==> src/rtl/prog_loader_pkg.sv <==
// Shared types and constants for the byte-stream program loader.
// Both the top FSM and the word assembler import these.
package prog_loader_pkg;

  typedef enum logic [2:0] {
    IDLE,
    CNT_LO,
    CNT_HI,
    DATA,
    CSUM,
    DONE,
    ERR
  } state_t;

  localparam logic [7:0] DEF_MAGIC = 8'hA5;

  // Width of the byte position inside a 32-bit payload word.
  localparam int BIDX_W = 2;

endpackage

==> src/rtl/prog_loader_word_assembler.sv <==
// Packs payload bytes into little-endian 32-bit words and keeps a mod-256
// running sum. word_ready pulses for one cycle after the 4th byte of a word.
import prog_loader_pkg::*;

module word_assembler (
  input  logic        clk,
  input  logic        reset,
  input  logic        clear,
  input  logic [7:0]  data,
  input  logic        strobe,
  output logic [31:0] word,
  output logic        word_ready,
  output logic        last,
  output logic [7:0]  csum
);

  logic [BIDX_W-1:0] idx;
  logic [23:0]       acc;

  assign last = (idx == BIDX_W'(3));

  // The finished word is held in its own register, so a byte accepted in
  // the strobe cycle can start the next word without disturbing it.
  always_ff @(posedge clk or negedge reset) begin
    if (!reset) begin
      idx        <= '0;
      acc        <= '0;
      csum       <= '0;
      word       <= '0;
      word_ready <= 1'b0;
    end else if (clear) begin
      idx        <= '0;
      acc        <= '0;
      csum       <= '0;
      word_ready <= 1'b0;
    end else begin
      word_ready <= 1'b0;
      if (strobe) begin
        csum <= csum + data;
        idx  <= idx + BIDX_W'(1);
        if (last) begin
          word       <= {data, acc};
          word_ready <= 1'b1;
        end else begin
          acc[{idx, 3'b000} +: 8] <= data;
        end
      end
    end
  end

endmodule

==> src/rtl/prog_loader.sv <==
// Framed byte-stream loader: MAGIC, count, payload, checksum. Writes words
// through the CPU's external-write port and releases cpu_hold on success.
import prog_loader_pkg::*;

module prog_loader #(
  parameter logic [31:0] BASE_ADDR      = 32'h0000_0000,
  parameter int          MEM_WORDS      = 64,
  parameter logic [7:0]  MAGIC          = DEF_MAGIC,
  parameter int          TIMEOUT_CYCLES = 1_000_000
) (
  input  logic        clk,
  input  logic        reset,
  input  logic [7:0]  rx_data,
  input  logic        rx_valid,
  output logic        rx_ready,
  input  logic        restart,
  output logic        cpu_hold,
  output logic        Ext_MemWrite,
  output logic [31:0] Ext_WriteData,
  output logic [31:0] Ext_DataAdr,
  output logic        load_done,
  output logic        load_error,
  output logic [15:0] words_loaded
);

  localparam logic [31:0] TMO_LAST = 32'(TIMEOUT_CYCLES - 1);
  localparam logic [15:0] MAX_N    = 16'(MEM_WORDS);

  state_t      state, state_nx;
  logic [15:0] n_q;
  logic [31:0] tcnt;
  logic        accept, counting, timed_out, byte_stb, asm_clear, last_word;
  logic [15:0] n_full;
  logic        word_ready, last;
  logic [31:0] word;
  logic [7:0]  csum;

  assign rx_ready  = reset && (state inside {IDLE, CNT_LO, CNT_HI, DATA, CSUM});
  assign accept    = rx_valid && rx_ready;
  assign counting  = state inside {CNT_LO, CNT_HI, DATA, CSUM};
  assign timed_out = counting && !accept && (tcnt == TMO_LAST);
  assign n_full    = {rx_data, n_q[7:0]};
  assign last_word = (words_loaded == n_q - 16'd1);
  assign byte_stb  = accept && (state == DATA) && !restart;
  assign asm_clear = restart || (accept && (state == CNT_HI));

  word_assembler u_asm (
    .clk        (clk),
    .reset      (reset),
    .clear      (asm_clear),
    .data       (rx_data),
    .strobe     (byte_stb),
    .word       (word),
    .word_ready (word_ready),
    .last       (last),
    .csum       (csum)
  );

  always_comb begin
    state_nx = state;
    case (state)
      IDLE:   if (accept && rx_data == MAGIC) state_nx = CNT_LO;
      CNT_LO: if (accept) state_nx = CNT_HI;
      CNT_HI:
        if (accept) begin
          if (n_full > MAX_N)       state_nx = ERR;
          else if (n_full == 16'd0) state_nx = CSUM;
          else                      state_nx = DATA;
        end
      DATA:   if (accept && last && last_word) state_nx = CSUM;
      CSUM:   if (accept) state_nx = (rx_data == csum) ? DONE : ERR;
      default: ;
    endcase
    if (timed_out) state_nx = ERR;
    // restart wins over any byte accepted in the same cycle
    if (restart)   state_nx = IDLE;
  end

  always_ff @(posedge clk or negedge reset) begin
    if (!reset) begin
      state        <= IDLE;
      n_q          <= '0;
      tcnt         <= '0;
      words_loaded <= '0;
      Ext_DataAdr  <= '0;
    end else begin
      state <= state_nx;
      if (restart) begin
        n_q          <= '0;
        tcnt         <= '0;
        words_loaded <= '0;
      end else begin
        tcnt <= (accept || !counting) ? '0 : tcnt + 32'd1;
        if (accept && state == CNT_LO) n_q[7:0] <= rx_data;
        if (accept && state == CNT_HI) begin
          n_q[15:8]    <= rx_data;
          words_loaded <= '0;
        end else if (word_ready) begin
          words_loaded <= words_loaded + 16'd1;
        end
        // Address is captured with the 4th byte so it lines up with the strobe.
        if (byte_stb && last)
          Ext_DataAdr <= BASE_ADDR + {14'b0, words_loaded, 2'b00};
      end
    end
  end

  assign Ext_MemWrite  = word_ready;
  assign Ext_WriteData = word;
  assign cpu_hold      = (state != DONE);
  assign load_done     = (state == DONE);
  assign load_error    = (state == ERR);

endmodule

==> config.mk <==
export PLATFORM = sky130hd
export DESIGN_NAME = prog_loader
export DESIGN_NICKNAME = d
export VERILOG_FILES = /design/src/rtl/prog_loader_pkg.sv /design/src/rtl/prog_loader_word_assembler.sv /design/src/rtl/prog_loader.sv
export SDC_FILE = /design/constraint.sdc
export NUM_CORES = 1
export LEC_CHECK = 0
export ABC_CLOCK_PERIOD_IN_PS = 3050
export CORE_ASPECT_RATIO = 1.1
export CORE_MARGIN = 8
export CORE_UTILIZATION = 60
export DETAILED_ROUTE_END_ITERATION = 16
export DONT_BUFFER_PORTS = 1
export GPL_TIMING_DRIVEN = 0
export PLACE_DENSITY = 0.76
export SKIP_CTS_REPAIR_TIMING = 1
export SLEW_MARGIN = 20
export SYNTH_ARGS = -nofsm -noshare
export SYNTH_HDL_FRONTEND = slang
export SYNTH_SLANG_ARGS = --single-unit
==> constraint.sdc <==
create_clock -name clk -period 3.05 [get_ports clk]
set_input_delay 0.61 -clock clk [delete_from_list [all_inputs] [get_ports clk]]
set_output_delay 0.61 -clock clk [all_outputs]
set_load 0.005 [all_outputs]
* Word-level counts from Yosys, hierarchy flattened
Index checks and enable logic that the tools add are counted.
** Storage, ports and cells
- Register bits :: 150
- Input port bits :: 12
- Output and inout port bits :: 85
- Word-level logic and storage cells :: 100
** Cells by class
- $add $sub $neg :: 6
- Magnitude comparators :: 1
- Eq/ne operators :: 18
- Shift-type cells :: 2
- Mux-type cells :: 30
- Bitwise gates (word level) :: 2
- Reduce and logical (&&, ||, !) cells :: 30
** Operators by type and width (count)
- $mux 24 :: 3
- $mux 16 :: 4
- $mux 32 :: 2
- $add 32x1->32 const B :: 1
- $eq 32x20->1 const B :: 1
- $mux 8 :: 4
- $mux 3 :: 9
- $bwmux 24 :: 1
- $shift 8x7->24 const A :: 1
- $shiftx 8x7->24 :: 1
- $add 16x1->16 const B :: 1
- $eq 16x16->1 :: 1
- $gt 16x7->1 const B :: 1
- $logic_not 16->1 :: 1
- $sub 16x1->16 const B :: 1
- $pmux 3 s5 :: 1
- $logic_and 1x1->1 :: 12
- $ne 4x4->1 const B :: 3
- $eq 3x3->1 const B :: 3
- $add 8x8->8 :: 1
- $eq 8x8->1 :: 1
- $eq 8x8->1 const B :: 1
- $ne 4x3->1 const B :: 2
- $neg 5->7 :: 1
- 20 further kinds :: 32

* Depth between registers and ports, before layout
- Depth in word-level cells :: 10
- Gate-level depth with buffers :: 10
- Gate-level depth less buffers :: 9

* Modules after synthesis
Synthesis repeated with hierarchy kept, for this count alone.
** Second synthesis, totals
- Cell total of the unflattened synthesis :: 703
- Area total of the unflattened synthesis :: 7556.0 um2
** By module, submodules not included
- prog_loader :: times used 1, cells each 499, area an instance 4678.2 um2, sequential area each 2077.0 um2
- word_assembler :: times used 1, cells each 204, area an instance 2877.8 um2, sequential area each 1676.6 um2

* Worst setup path before layout
No wires, ideal clock.
- Path type :: reg2reg
- Start :: reg n_q[3]
- End :: reg state[1]
- Setup time :: 0.125 ns
- Arrival :: 2.668 ns
- Setup slack :: 0.257 ns
- Stages on the path, launching flop included :: 8
- Buffers on the path :: 0
- Cell sequence :: dfrtp_1 > or3_1 > or3b_2 > xnor2_1 > or4_1 > nor4_1 > a31oi_1 > mux2_2
** Between the ends
- Cells in the longest elaborated chain, start to end :: 7
** RTL lines
- from (decl) :: RTL line prog_loader.sv:30 : logic [15:0] n_q;
- from (signal assigned) :: RTL line prog_loader.sv:94 : if (accept && state == CNT_LO) n_q[7:0] <= rx_data;
- branches (longest 7 deep; another with $sub 16x1->16)
- to (signal assigned) :: RTL line prog_loader.sv:87 : state <= state_nx;
- to (decl) :: RTL line prog_loader.sv:29 : state_t state, state_nx;
Parallel ways; which one is timed is not known. The select of a mux whose other input is x is not followed.
A chain may end at the register's enable or synchronous reset.

* Final worst setup path
- Start :: reg n_q[3]
- End :: reg state[2]
The elaborated chain is that of the path after synthesis.

==> reports/results.tsv <==
metric	value	unit
Initial Util	61.5	%
worst reg2reg setup slack	0.18	ns
Worst R2R End	state[2]$_DFFE_PN0P_	
post-DR wirelength/cell	19.2	um
die height	132	um
Worst IR Drop VDD	0.365	mV
Max-slew headroom	26.1	%
Fmax	0.348	GHz
Std-Cell Rows	42	
Yosys top cell by area	dfrtp_1	
final core area utilization	69.1	%
worst endpoint data arrival time	3.18	ns
flops & latches, synth	150	
DP Cell Count	855	
PwrDens	582	nW/um^2
first-pass GRT wire length	27400	um
status	finished, violations left	
minimum clock period	2.87	ns
DRC	0	
layout cells sized above 1	17.3	%
critical path startpoint category	flip-flop	
Net Switching	0.00121	W
die area	16200	um^2
Worst Tran Pin Value	1.10	ns
async set-reset flop share out of synthesis	100	%
DR vias	5277	
FF-to-FF path depth	7	
Filler cells	846	
DP HPWL	11700	um
Post-DP Area	7650	um^2
Post-Syn Area	7400	um^2
Cell Count, Final, Fillers Out	888	
worst path required time	3.35	ns
drt initial violations	434	
most numerous cell in the Yosys netlist	dfrtp_1	
CTS buffer count	17	
multi-input gate area in the final layout	3410	um^2
R2R Path Start	n_q[3]$_DFFE_PN0P_	
Tcrit/Tclk final	94.3	%
via/cell ratio	5.94	
post-synthesis average cell area	10.8	um^2
Max Cap Viol	0	
max-slew violation count	0	
total power	0.00484	W
Cell variety after synth	60	
Hold WC Path Type	primary input to async pin	
Post-synth EDFFs	0	
Reg power frac	43.2	%
CP Capture Type	flip-flop	
sequential share of the synthesized area	50.7	%
Synth area leaders	dfrtp_1 (51%), mux2_2 (7.9%), xor2_1 (4.5%)	
Layout area overhead	12.3	%
Fin Setup TNS	0	ns
routed wire length	17100	um
Final Cell Area	8310	um^2
register area	3750	um^2
CP Class	flip-flop to flip-flop	
Placer Congestion	0.917	
Logic pwr share	12.4	%
Sink Count	150	
# H-tree levels	4	
worst-path fanout max	8	
Top-Level Pins	97	
Worst-Skew Late Latency	0.43	ns
vias in the first global route	5284	
antenna-violating nets left	0	
cells after synthesis	686	
Final Hold Fails	150	
nets@finish	748	
clock share of power	44.3	%
1st-pass router iterations	5	
core area	12000	um^2
RSZ-0062 raised after global routing	false	
clk buf depth	2	
Clock transition at path regs	0.06	ns
share of the synthesized area in the top cell type	50.7	%
gr usage total	21.4	%
Pint	0.00362	W
Die X	122	um
largest net degree at the start of global routing	153	
CTS root buffer	clkbuf_16	
switch share	25.1	%
CTS tree	yes	
yosys synthesis warning count	0	
Commonest cells post-synth	dfrtp_1 (150), nor2_1 (81), mux2_2 (52), nand2_1 (52), xor2_1 (38)	
port buffer count	0	
Leak Pwr	3.79	nW
hold slack	-0.122	ns
initial antenna violation count	1	
failing checks	hold timing	
# setup viols final	0	
Top FF cell, synth	dfrtp_1	
clk_skew	0.00789	ns
GRT overflow	0	
-- routing by layer --
layer	vias to the layer above	wire, um	track usage [%]
met4	2	431	8.92
met5	-	10	0
li1	2443	-	-
met1	2636	6770	25.0
met2	155	8630	35.8
met3	41	1240	6.26
-- how the worst max path moves through the flow --
stage | start | to | depth (start not counted)
floorplan | n_q[3]$_DFFE_PN0P_ | state[1]$_DFFE_PN0P_ | 7
global placement | reset | u_asm.word[27]$_DFFE_PN0P_ | 7
detailed placement | reset | u_asm.word[27]$_DFFE_PN0P_ | 7
CTS | n_q[0]$_DFFE_PN0P_ | state[2]$_DFFE_PN0P_ | 9
global route | state[0]$_DFFE_PN0P_ | u_asm.idx[0]$_DFFE_PN0N_ | 9
finish | n_q[3]$_DFFE_PN0P_ | state[2]$_DFFE_PN0P_ | 7
-- through the flow --
step,setup WS [ns],hold WS (ns)
2_1_floorplan,0.257,0.314
3_3_place_gp,-0.241,0.321
3_5_place_dp,-0.315,0.320
4_1_cts,-0.0835,-0.134
5_1_grt,0.00785,-0.140
6_report,0.175,-0.122
-- cell type report --
| cell class | instances | area share [%] |
|---|---|---|
| Timing Repair Buffer | 2 | 0.181 |
| Clock inverter | 10 | 1.78 |
| Buffer | 43 | 3.31 |
| Antenna cell | 1 | 0.0301 |
| Sequential cell | 150 | 45.2 |
| Tap cell | 154 | 2.32 |
| Inverter | 15 | 0.677 |
| Multi-Input combinational cell | 492 | 41.0 |
| Clock buffer | 21 | 5.54 |
-- power by group through the flow --
stage / clock [W] / combinational, W / sequential [W]
finish: 0.00214 / 0.000602 / 0.00209
global route: 0.00226 / 0.000665 / 0.00210
global placement: 0 / 0.000553 / 0.00212
floorplan: 0 / 0.000454 / 0.00211
detailed placement: 0 / 0.000570 / 0.00212
CTS: 0.00217 / 0.000573 / 0.00209
-- flip-flops by register name (all words and copies together) (netlist names) --
signal	flops
n_q	16
words_loaded	16
u_asm.acc	24
u_asm.word_ready	1
u_asm.word	32
state	3
Ext_DataAdr	16
u_asm.csum	8
u_asm.idx	2
tcnt	32
-- cells by family after synthesis --
kind of cell,count (synthesis),share of synthesized area [%]
AO/OA/AOI/OAI,84,7.83
AND/OR/NAND/NOR,244,16.5
other,1,0.0507
adder cells (fa/ha/maj),15,2.64
XOR/XNOR,67,7.93
multiplexers,66,9.80
buffers and inverters,59,4.51
flip-flops,150,50.7
-- cells in the final DEF (no fill, tap or decap), types with 3 or more instances in the layout --
| cell type | netlist | layout |
|---|---|---|
| dfrtp_1 | 150 | 149 |
| nor2_1 | 81 | 81 |
| nand2_1 | 52 | 52 |
| mux2_2 | 52 | 52 |
| xor2_1 | 38 | 38 |
| xnor2_1 | 29 | 29 |
| clkbuf_1 | 20 | 22 |
| nand3_1 | 21 | 21 |
| a22o_1 | 21 | 21 |
| o21ai_0 | 20 | 20 |
| buf_4 | 17 | 19 |
| clkbuf_16 | 0 | 17 |
| a21oi_1 | 16 | 16 |
| conb_1 | 1 | 16 |
| inv_1 | 15 | 15 |
| nand4_1 | 14 | 14 |
| mux2i_1 | 14 | 14 |
| ha_1 | 14 | 13 |
| nor4_1 | 12 | 10 |
| nor3_1 | 10 | 10 |
| or3_1 | 7 | 6 |
| nor2b_1 | 5 | 5 |
| or4_1 | 5 | 5 |
| clkinv_4 | 0 | 5 |
| and3_1 | 4 | 4 |
| nand3b_1 | 4 | 4 |
| nand2b_1 | 4 | 4 |
| a31oi_1 | 5 | 4 |
| and4_1 | 3 | 3 |
| and2_1 | 3 | 3 |
| a22o_2 | 3 | 3 |
| o21bai_1 | 3 | 3 |
| nand4b_1 | 3 | 3 |
| bufinv_16 | 0 | 3 |
-- critical path: stages (launching register included) --
cell and delay (ns):
dfrtp_2 0.45, or3_4 0.44, or3b_2 0.49, xnor2_1 0.14, or4_1 0.55, nor4_2 0.18, a31oi_2 0.19, mux2_2 0.31
Note: power is estimated with default switching activity, not from simulation.
